==> src/rtl/fsm_seq_arbiter.sv <==
// Round-robin arbiter that lends one shared 2-bit-input FSM to three requesters.
// Each grant runs FLUSH -> DRIVE (max(hold,1) cycles) -> RELEASE. All outputs are registered.
module fsm_seq_arbiter #(
  parameter int HOLD_W = 4
) (
  input  logic                clk,
  input  logic                clr,
  input  logic [2:0]          req,
  input  logic [5:0]          sym,
  input  logic [3*HOLD_W-1:0] hold,
  output logic [2:0]          gnt,
  output logic [2:0]          done,
  output logic [1:0]          fsm_in,
  output logic                fsm_clr,
  output logic                busy
);

  typedef enum logic [1:0] {IDLE, FLUSH, DRIVE, RELEASE} state_t;

  state_t            state_q;
  logic [2:0]        gnt_q, done_q;
  logic [1:0]        fsm_in_q;
  logic              fsm_clr_q, busy_q;
  logic [1:0]        win_q, last_q;
  logic [1:0]        sym_q;
  logic [HOLD_W-1:0] hold_q, cnt_q;

  logic [1:0]        p0, p1, p2, win_d;
  logic [1:0]        sym_d;
  logic [HOLD_W-1:0] hold_d;

  // Search order starts just after the last winner.
  always_comb begin
    case (last_q)
      2'd0:    begin p0 = 2'd1; p1 = 2'd2; p2 = 2'd0; end
      2'd1:    begin p0 = 2'd2; p1 = 2'd0; p2 = 2'd1; end
      default: begin p0 = 2'd0; p1 = 2'd1; p2 = 2'd2; end
    endcase
    if (req[p0])      win_d = p0;
    else if (req[p1]) win_d = p1;
    else              win_d = p2;
  end

  always_comb begin
    case (win_d)
      2'd1:    begin sym_d = sym[3:2]; hold_d = hold[2*HOLD_W-1:HOLD_W];   end
      2'd2:    begin sym_d = sym[5:4]; hold_d = hold[3*HOLD_W-1:2*HOLD_W]; end
      default: begin sym_d = sym[1:0]; hold_d = hold[HOLD_W-1:0];          end
    endcase
  end

  always_ff @(posedge clk or posedge clr) begin
    if (clr) begin
      state_q   <= IDLE;
      gnt_q     <= 3'b000;
      done_q    <= 3'b000;
      fsm_in_q  <= 2'd0;
      fsm_clr_q <= 1'b0;
      busy_q    <= 1'b0;
      win_q     <= 2'd0;
      last_q    <= 2'd2;
      sym_q     <= 2'd0;
      hold_q    <= '0;
      cnt_q     <= '0;
    end else begin
      case (state_q)
        IDLE: begin
          if (req != 3'b000) begin
            state_q   <= FLUSH;
            gnt_q     <= 3'b001 << win_d;
            win_q     <= win_d;
            sym_q     <= sym_d;
            hold_q    <= hold_d;
            fsm_clr_q <= 1'b1;
            busy_q    <= 1'b1;
          end
        end
        FLUSH: begin
          fsm_clr_q <= 1'b0;
          if (!req[win_q]) begin
            state_q <= RELEASE;
            gnt_q   <= 3'b000;
            last_q  <= win_q;
          end else begin
            state_q  <= DRIVE;
            fsm_in_q <= sym_q;
            cnt_q    <= (hold_q == '0) ? HOLD_W'(1) : hold_q;
          end
        end
        DRIVE: begin
          // A dropped request wins over normal expiry: abort reports no done.
          if (!req[win_q] || cnt_q == HOLD_W'(1)) begin
            state_q  <= RELEASE;
            gnt_q    <= 3'b000;
            fsm_in_q <= 2'd0;
            last_q   <= win_q;
            done_q   <= req[win_q] ? (3'b001 << win_q) : 3'b000;
          end else begin
            cnt_q <= cnt_q - HOLD_W'(1);
          end
        end
        default: begin
          state_q <= IDLE;
          done_q  <= 3'b000;
          busy_q  <= 1'b0;
        end
      endcase
    end
  end

  assign gnt     = gnt_q;
  assign done    = done_q;
  assign fsm_in  = fsm_in_q;
  assign fsm_clr = fsm_clr_q;
  assign busy    = busy_q;

endmodule

==> config.mk <==
export PLATFORM = sky130hd
export DESIGN_NAME = fsm_seq_arbiter
export DESIGN_NICKNAME = d
export VERILOG_FILES = /design/src/rtl/fsm_seq_arbiter.sv
export SDC_FILE = /design/constraint.sdc
export NUM_CORES = 1
export LEC_CHECK = 0
export ABC_AREA = 1
export CAP_MARGIN = 20
export CORE_ASPECT_RATIO = 1.75
export CORE_UTILIZATION = 38
export DETAILED_ROUTE_END_ITERATION = 7
export GPL_TIMING_DRIVEN = 0
export PLACE_DENSITY_LB_ADDON = 0.3
export SYNTH_ARGS = -nofsm -noshare
export SYNTH_HDL_FRONTEND = slang
export SYNTH_SLANG_ARGS = --single-unit
==> constraint.sdc <==
create_clock -name clk -period 4 [get_ports clk]
set_input_delay 0.8 -clock clk [delete_from_list [all_inputs] [get_ports clk]]
set_output_delay 0.8 -clock clk [all_outputs]
set_load 0.01 [all_outputs]
-- Yosys cells after proc, flatten, opt, wreduce, memory -nomap -nowiden
Index checks and enable logic that the tools add are counted.
- output and inout port bits: 10
- bits in registers: 26
- word-level logic and storage cells: 87
- $lt $le $gt $ge: 3
- $add $sub $neg: 1
- multiplexer cells: 37
- eq/ne operators: 11
- reductions and logical operators: 20
- bitwise gates (word level): 2
- shift operators: 2
- operator list (operator ; count):
    $pmux W2 S2 ; 6
    $mux W2 ; 8
    $pmux W4 S2 ; 2
    $mux W3 ; 5
    $mux W4 ; 3
    $ne A2 B2 Y1 const B ; 5
    $reduce_and A2 Y1 ; 5
    $lt A2 B3 Y1 const B ; 3
    $pmux W3 S3 ; 1
    $reduce_and A3 Y1 ; 3
    $bmux W1 S2 ; 3
    $eq A2 B1 Y1 const B ; 3
    $pmux W2 S3 ; 1
    $pmux W3 S2 ; 1
    $reduce_bool A3 Y1 ; 2
    $shl A1 B2 Y3 const A ; 2
    $mux W1 ; 5
    $eq A2 B2 Y1 const B ; 2
    $eq A4 B1 Y1 const B ; 1
    $logic_not A2 Y1 ; 2
    $logic_not A4 Y1 ; 1
    $pmux W1 S2 ; 2
    $reduce_and A4 Y1 ; 1
    $reduce_bool A2 Y1 ; 2
    other kinds (5) ; 7

-- Longest topological paths before layout
Gate-level depths: netlist of the first run.
- depth after elaboration: 9
- mapped depth: 12

-- Worst setup path before layout of the first run
No wires, ideal clock.
- kind: input-to-reg
- from: input req[1]
- to: register sym_q[0]
- buffers on the path: 1
- path slack: 1.842 ns
- stages on the path: 10
- required time: 3.872 ns
- arrival: 2.030 ns
- cell sequence: inv_1 -> nor2_1 -> a21oi_1 -> a21boi_0 -> ha_1 -> buf_2 -> inv_1 -> a21oi_1 -> a21oi_1 -> o21ai_0
- cells in the longest elaborated chain, start to end: 6
- elaborated cells between the ends (all ways): 11
- classes of those cells: eq/ne: 2; mux: 7; reduce/logical: 2
- RTL lines (element ; RTL line ; RTL):
    from (decl) ; 8 ; input logic [2:0] req,
    $bmux W1 S2 ; 40 ; else if (req[p1]) win_d = p1;
    $mux W1 (implied by the code) ; 40 ;
    $mux W2 ; 40 ;
    $mux W2 ; 39 ; if (req[p0]) win_d = p0;
    $eq A2 B2 Y1 or $eq A2 B1 Y1 (tied branches) ; 45 ; case (win_d)
    $pmux W2 S2 ; 45 ;
    to (signal assigned) ; 72 ; sym_q <= sym_d;
    to (decl) ; 25 ; logic [1:0] sym_q;
Parallel ways exist; a longest one is shown, timed or not. The select of a mux whose other input is x is not followed.
A chain may end at the register's enable or synchronous reset.

-- Worst setup path after layout of the first run
- from: input req[1]
- to: register sym_q[1]
The elaborated chain is that of the path after synthesis.

==> results.txt, run 1 <==
The tool flagged a number of max-cap violations equal to 0. The setup clock skew after layout is 7.20 ps. After floorplanning, the core was sized to cover 3900 µm². The count of antenna-violating nets left after detailed routing came out at 0. The clock input transition at the sequential cells of the worst setup and hold paths is 100 ps.

The number of antenna violations at the first check in global routing is 0. In this run the biggest area consumer among cell types represents 40.0% of the synthesized area. For this run, the leading register cell type out of synthesis is dfrtp_1. In this run, synthesis inferred 0 flip-flops with an integrated enable.

Summing every instance area after synthesis gives 1560 µm². The worst flop-to-flop path startpoint is last_q[1]. Row generation in the floorplan step produced 30 rows. The share of layout cells above drive strength 1 is 7.11%.

The post-detailed-route DRC marker count is 0. The gate count after technology mapping came out at 202. The run finished with clean final reports. The worst relative slew slack is 65.4%. The final core utilization is 52.3%.

The CTS sink count is 26. The post-synthesis average cell area came out at 7.74 µm². In the post-synthesis netlist, the biggest area contributors are dfrtp_1, nand2_1, ha_1, inv_1, nand3_1. The port buffer count is 32.

The net count of the mapped netlist is 234. The pin count of the biggest net entering global routing came out at 27. Derived from the worst setup path, the maximum achievable clock frequency is 367 MHz.

The routed via count is 1,392. The first-pass iteration count of the detailed router came out at 4. The clock network latency to the later pin of the worst-skew pair came out at 280 ps. The summed negative setup slack over all endpoints came out at 0 ps. STA classifies the critical path startpoint as an input port. TritonCTS built the clock tree. The deepest level of the CTS H-tree came out at 1.

The post-route clock period utilization came out at 68.1%. Data on the critical path is required at its endpoint by 4160 ps. The proportion of synthesized flip-flops having asynchronous set or reset came out at 100%.

In the final layout, the multi-input gates occupy 783 µm². The cell type contributing the most total cell area after synthesis is dfrtp_1. The die footprint came out at 4380 µm².

The final layout contains 272 nets. The data arrival at the endpoint of the critical path came out at 2890 ps. The number of hold violations in the final report was 0. Across all hold checks on the routed design, the worst slack comes to 499 ps. The most critical setup path has its startpoint at req[1]. Clock tree synthesis selected as its root buffer the cell clkbuf_8. The element type at the critical path end is a register. The critical path is of the input port to register type. By count the netlist is led by nand2_1, inv_1, dfrtp_1. For the finished layout, the period the worst path requires is 2730 ps. The number of placed I/O pins came out at 33. The number of buffers added to fix hold violations after cts came out at 0. The analysis attributes to cell leakage a power of 0.977 nW. The startpoint of the lowest-slack hold path is sym_q[0]. The number of endpoints failing setup at the final stage is 0. The transition time of the tightest slew-check pin is 514 ps.

After routing the design area is 2040 µm². The average wire length per cell after detail routing came out at 11.4 µm. The global-route wire length before repair came out at 5880 µm.

The y dimension of the die came out at 86.8 µm. Once placement finished, the instance area stood at 1940 µm². Prior to clock tree synthesis, the placed netlist has a worst setup slack of 928 ps. Fill cells in the final layout number 383. Setup repair after global routing left no endpoint under its margin. Across the VDD grid, the largest voltage drop is 0.399 mV. After global routing the overflow that remains totals 0. The first routing iteration left 37 violations. The post-cts gate resize count came out at 0. For this configuration, the core starts out at a cell density of 40.0%. The number of register bits inferred by synthesis is 26. The number of pins exceeding their max-slew limit in the final report is 0. The chip width came out at 50.5 µm. The total power divided by cell area is 756 nW/µm². The number of setup buffers added after CTS is 0. The area taken by flip-flops and latches came out at 652 µm². The part of the Yosys area used for sequential elements is 41.7%. The antenna diode instance count came out at 0. The peak fanout along the critical path came out at 9. Clock tree synthesis inserted a total of 3 buffers. The wire length after detailed routing came out at 3270 µm. The most frequent cell after synthesis is nand2_1. In this run, distinct cell masters in the synthesized netlist total 22. The detail-routed via count per cell is 4.85.

The maximum number of buffers from clock root to sink came out at 2. The min-delay analysis places its worst path in the category register to register. The area overhead of the layout relative to synthesis is 30.7%. The HPWL reported at the end of detailed placement came out at 2550 µm. The count of warnings emitted by yosys came out at 0. The global routing usage summed across all routing layers came out at 17.4%. The last weighted congestion value of the routability-driven placer is 0.857.

The least setup slack across all paths after layout is 1280 ps. The via count of the first global-routing pass is 1,363.
==> per-layer routing <==
layer	global-route usage, %	vias up	share of wire [%]
li1	-	736	-
met1	19.7	624	41
met2	33.0	27	55
met3	1.05	5	1.8
met4	6.82	0	1.7
met5	0	-	0
==> placed cells by master (no fill, tap or decap) <==
master,netlist,final
a21oi_1,8,8
dfrtp_1,25,25
clkbuf_8,0,3
nand2_2,1,1
bufinv_16,0,1
nand2_4,2,2
clkdlybuf4s50_1,0,32
o211ai_1,4,4
ha_1,9,9
inv_1,30,30
dfstp_2,1,1
xnor2_1,1,1
o21bai_1,3,3
buf_16,0,1
nor2_1,9,9
or2_2,1,1
buf_2,3,3
nand3_2,3,3
nand2_1,51,51
o21ai_0,12,12
a21boi_0,1,1
nand3_1,16,16
nand3_4,1,1
o21ai_1,12,12
nand4_1,7,7
nor3_1,2,2
==> final cells by class <==
type	instances	share of cell area, %
Buffer	3	0.735
Clock inverter	1	1.47
Timing Repair Buffer	33	17.0
Tap cell	48	2.94
Sequential cell	26	31.9
Clock buffer	3	2.02
Inverter	30	5.51
Multi-Input combinational cell	143	38.4
==> state kept, by name (all words and copies together) (netlist names) <==
| name | flops |
|---|---|
| last_q | 2 |
| gnt | 3 |
| win_q | 2 |
| hold_q | 4 |
| fsm_clr | 1 |
| busy | 1 |
| state_q | 2 |
| done | 3 |
| sym_q | 2 |
| fsm_in | 2 |
| cnt_q | 4 |
==> per-stage QoR <==
step	instances	power (mW)
CTS	286	1.56
global placement	282	1.31
global route	287	1.72
detailed placement	282	1.33
finish	287	1.54
floorplan	202	1.09
==> critical path: stages <==
cell             delay [ps]
clkdlybuf4s50_1         540
inv_1                    70
nor2_1                  140
a21oi_1                  50
a21boi_0                430
ha_1                    330
buf_2                   170
inv_1                   110
a21oi_1                  60
a21oi_1                 110
o21ai_0                  80
==> cell families (layout without fill, tap and decap cells) <==
logic type,Yosys count,count (layout),share of synthesized area [%]
buffers and inverters,33,70,8.17
AOI/OAI and AO/OA,40,40,14.1
DFF,26,26,41.7
xor gates and xnor gates,1,1,0.561
and+or+nand+nor,93,93,28.3
adders and majority gates,9,9,7.21
==> report_power, final <==
group	leakage, nW	switching (mW)	internal (mW)
clock network	0.0357	0.0872	0.134
registers	0.330	0.0737	0.378
logic	0.610	0.523	0.348
total	0.977	0.684	0.860
==> final timing paths <==
path | end | slack (ps) | depth (start not counted)
setup / recovery | sym_q[1] | 1280 | 11
hold / removal | sym_q[0] | 500 | 2
setup reg to reg | sym_q[1] | 1820 | 10
hold reg to reg | sym_q[0] | 500 | 2
max in group asynchronous | last_q[1] | 2620 | 3
min in group asynchronous | gnt[0] | 840 | 2
(Power assumes the default switching activity.)
==> inputs of run 2 (changes only) <==
==> constraint.sdc (replaced) <==
create_clock -name clk -period 2.7 [get_ports clk]
set_input_delay 0.54 -clock clk [delete_from_list [all_inputs] [get_ports clk]]
set_output_delay 0.54 -clock clk [all_outputs]
set_load 0.01 [all_outputs]
==> run 2 against run 1 <==
Non-clock buffer count did not move. Power rose by 48%. Flip-flop and latch count did not move. Design area did not move. Critical path type unchanged. Largest cell class unchanged. Highest routed layer unchanged.
==> results.txt, run 2 (same netlist as run 1, synthesis figures left out) <==
Status: completed (unchanged). The worst vdd rail ir drop is 0.592 mV (was 0.399 mV). The wire length after detailed routing is 3270 µm (unchanged). The final core utilization came out at 52.3% (unchanged).

The number of antenna violations at the first check in global routing is 0 (unchanged). The peak fanout along the critical path is 9 (unchanged). The critical path launch point is req[1] (unchanged). The detail-routed via count per cell is 4.85 (unchanged).

The leading cell type in the layout, fill and taps excluded was nand2_1 (unchanged). The via count of the first global-routing pass came out at 1,363 (unchanged). The deepest level of the CTS H-tree is 1 (unchanged).

The net count of the finished layout came out at 272 (unchanged). The initial standard-cell utilization of the core is 40.0% (unchanged). The CTS tree is yes (unchanged). The slowest cell on the critical path is clkdlybuf4s50_1 (unchanged). The number of buffers added to fix hold violations after cts is 0 (unchanged). Worst-path cell chain: clkdlybuf4s50_1 > inv_1 > nor2_1 > a21oi_1 > a21boi_1 > ha_1 > buf_2 > inv_1 > a21oi_1 > a21oi_1 > o21ai_0 (was clkdlybuf4s50_1 > inv_1 > nor2_1 > a21oi_1 > a21boi_0 > ha_1 > buf_2 > inv_1 > a21oi_1 > a21oi_1 > o21ai_0).

The summed negative setup slack over all endpoints is 0 ps (unchanged). The worst flop-to-flop path startpoint is last_q[1] (unchanged). RSZ-0062 raised after global routing: no (unchanged).

The number of hold violations in the final report is 0 (unchanged). The post-route clock period utilization came out at 85.6%. The largest incremental delay on the critical path was 540 ps (about the same). The HPWL reported at the end of detailed placement came out at 2550 µm (unchanged). The number of endpoints failing setup at the final stage is 0 (unchanged).

The number of pins exceeding their max-slew limit in the final report is 0 (unchanged). Leading registers by flop count: cnt_q x4, hold_q x4 (unchanged). The port buffer count is 32 (unchanged). The antenna diode instance count is 0 (unchanged). The y dimension of the die came to 86.8 µm (unchanged). The category of the critical setup timing path is input port to register (unchanged).

The worst min-delay path category is register to register (unchanged). The total clock buffers created by CTS was 3 (unchanged). The critical path startpoint category was an input port (unchanged). The transition time of the tightest slew-check pin is 510 ps (was 514 ps). The number of placed I/O pins came out at 33 (unchanged). The routed via count is 1,392 (unchanged). The post-detailed-route DRC marker count is 0 (unchanged).

The first-pass iteration count of the detailed router came out at 4 (unchanged). The cell class contributing the biggest share of worst-path delay is buffers and inverters (unchanged). The element type at the critical path end is a register (unchanged). The global-route wire length before repair was 5880 µm (unchanged). The placement row count came out at 30 (unchanged). The total of fill cells in the finished design came to 383 (unchanged).

The average wire length per cell after detail routing came to 11.4 µm (unchanged). The chip width came out at 50.5 µm (unchanged). The leakage dissipation is 0.977 nW (about the same). The number of max-cap violations was 0 (unchanged). The last weighted congestion value of the routability-driven placer came out at 0.857 (unchanged). The total grt overflow is 0 (unchanged). The setup clock skew after layout is 7.19 ps (was 7.20 ps). The count of antenna-violating nets left after detailed routing is 0 (unchanged).

The die footprint is 4380 µm² (unchanged). The area overhead of the layout relative to synthesis is 30.7% (unchanged). The number of buffer and inverter instances along the worst setup path came out at 4 (unchanged). The root buffer cell is clkbuf_8 (unchanged). The CTS sink count came out at 26 (unchanged). The share of layout cells above drive strength 1 is 7.11% (unchanged).

The global routing usage summed across all routing layers came out at 17.4% (unchanged). The clock network latency to the later pin of the worst-skew pair came out at 270 ps (was 280 ps). The startpoint of the lowest-slack hold path is sym_q[0] (unchanged). The maximum number of buffers from clock root to sink came out at 2 (unchanged). The clock input transition at the sequential cells of the worst setup and hold paths came to 100 ps (about the same). The initial DRC count is 37 (unchanged). The total power divided by cell area came out at 1120 nW/µm² (was 756 nW/µm²). The data arrival at the endpoint of the critical path is 2480 ps (was 2890 ps). The placeable core region is 3900 µm² (unchanged). The required time of the critical path was 2860 ps (was 4160 ps). The cell with the most instances on the worst path is a21oi_1 (unchanged). The worst relative slew slack is 66.0% (was 65.4%). Commonest cells after routing, fill and taps aside: nand2_1, clkdlybuf4s50_1, inv_1, dfrtp_1, nand3_1 (unchanged). The highest clock frequency the design can meet came out at 433 MHz. The final period demand of the worst path is 2310 ps. The pin count of the biggest net entering global routing came out at 27 (unchanged).
[run 2: cell types whose count changed in the layout (fill, tap and decap cells not counted)]
cell,delta
a21boi_0,-1
a21boi_1,+1
[run 2: path summary, 6_finish.rpt]
check	depth (start not counted)	to	slack (ps)
min	2	sym_q[0]	500
min in group asynchronous	2	gnt[0]	580
max	11	sym_q[1]	390
max in group asynchronous	3	last_q[1]	1580
max reg2reg	11	sym_q[1]	640
min reg2reg	2	sym_q[0]	500
[run 2: metal layers]
metal,vias to the layer above,global-route usage [%],share of wire (%)
met1,624,19.7,41
met4,0,6.82,1.7
met3,5,1.05,1.8
met2,27,33.0,55
li1,736,-,-
met5,-,0,0
[run 2: layout make-up]
| cell class | count | area, µm² | area share [%] |
|---|---|---|---|
| clock inverter | 1 | 30.0 | 1.47 |
| multi-input combinational | 143 | 783 | 38.4 |
| sequential | 26 | 652 | 31.9 |
| inverter | 30 | 113 | 5.51 |
| buffer | 3 | 15.0 | 0.735 |
| clock buffer | 3 | 41.3 | 2.02 |
| tap | 48 | 60.1 | 2.94 |
| timing repair buffer | 33 | 348 | 17.0 |
[run 2: tightest hold or removal path, stage by stage, from the launching register on]
cell,delay (ps)
dfrtp_1,360
nand2_1,50
o21ai_0,50
[run 2: per-stage QoR]
stage	hold slack [ps]	setup WS [ps]	power, mW	area [µm²]	cells
finish	499	389	2.29	2040	287
global route	516	108	2.55	2040	287
CTS	502	176	2.31	2010	286
detailed placement	478	-112	1.97	1940	282
global placement	470	-30.6	1.95	1940	282
floorplan	453	802	1.61	1560	202
[run 2: report_power, final]
group          total (mW)  internal (mW)  switching, mW
logic                1.29          0.516          0.776
clock network       0.328          0.199          0.129
registers           0.670          0.560          0.109
[run 2: what timing repair did]
item                                    4_1_cts  5_1_grt
buffers inserted                              0        0
gates resized for setup                       0        1
endpoints found under the setup margin        0        1
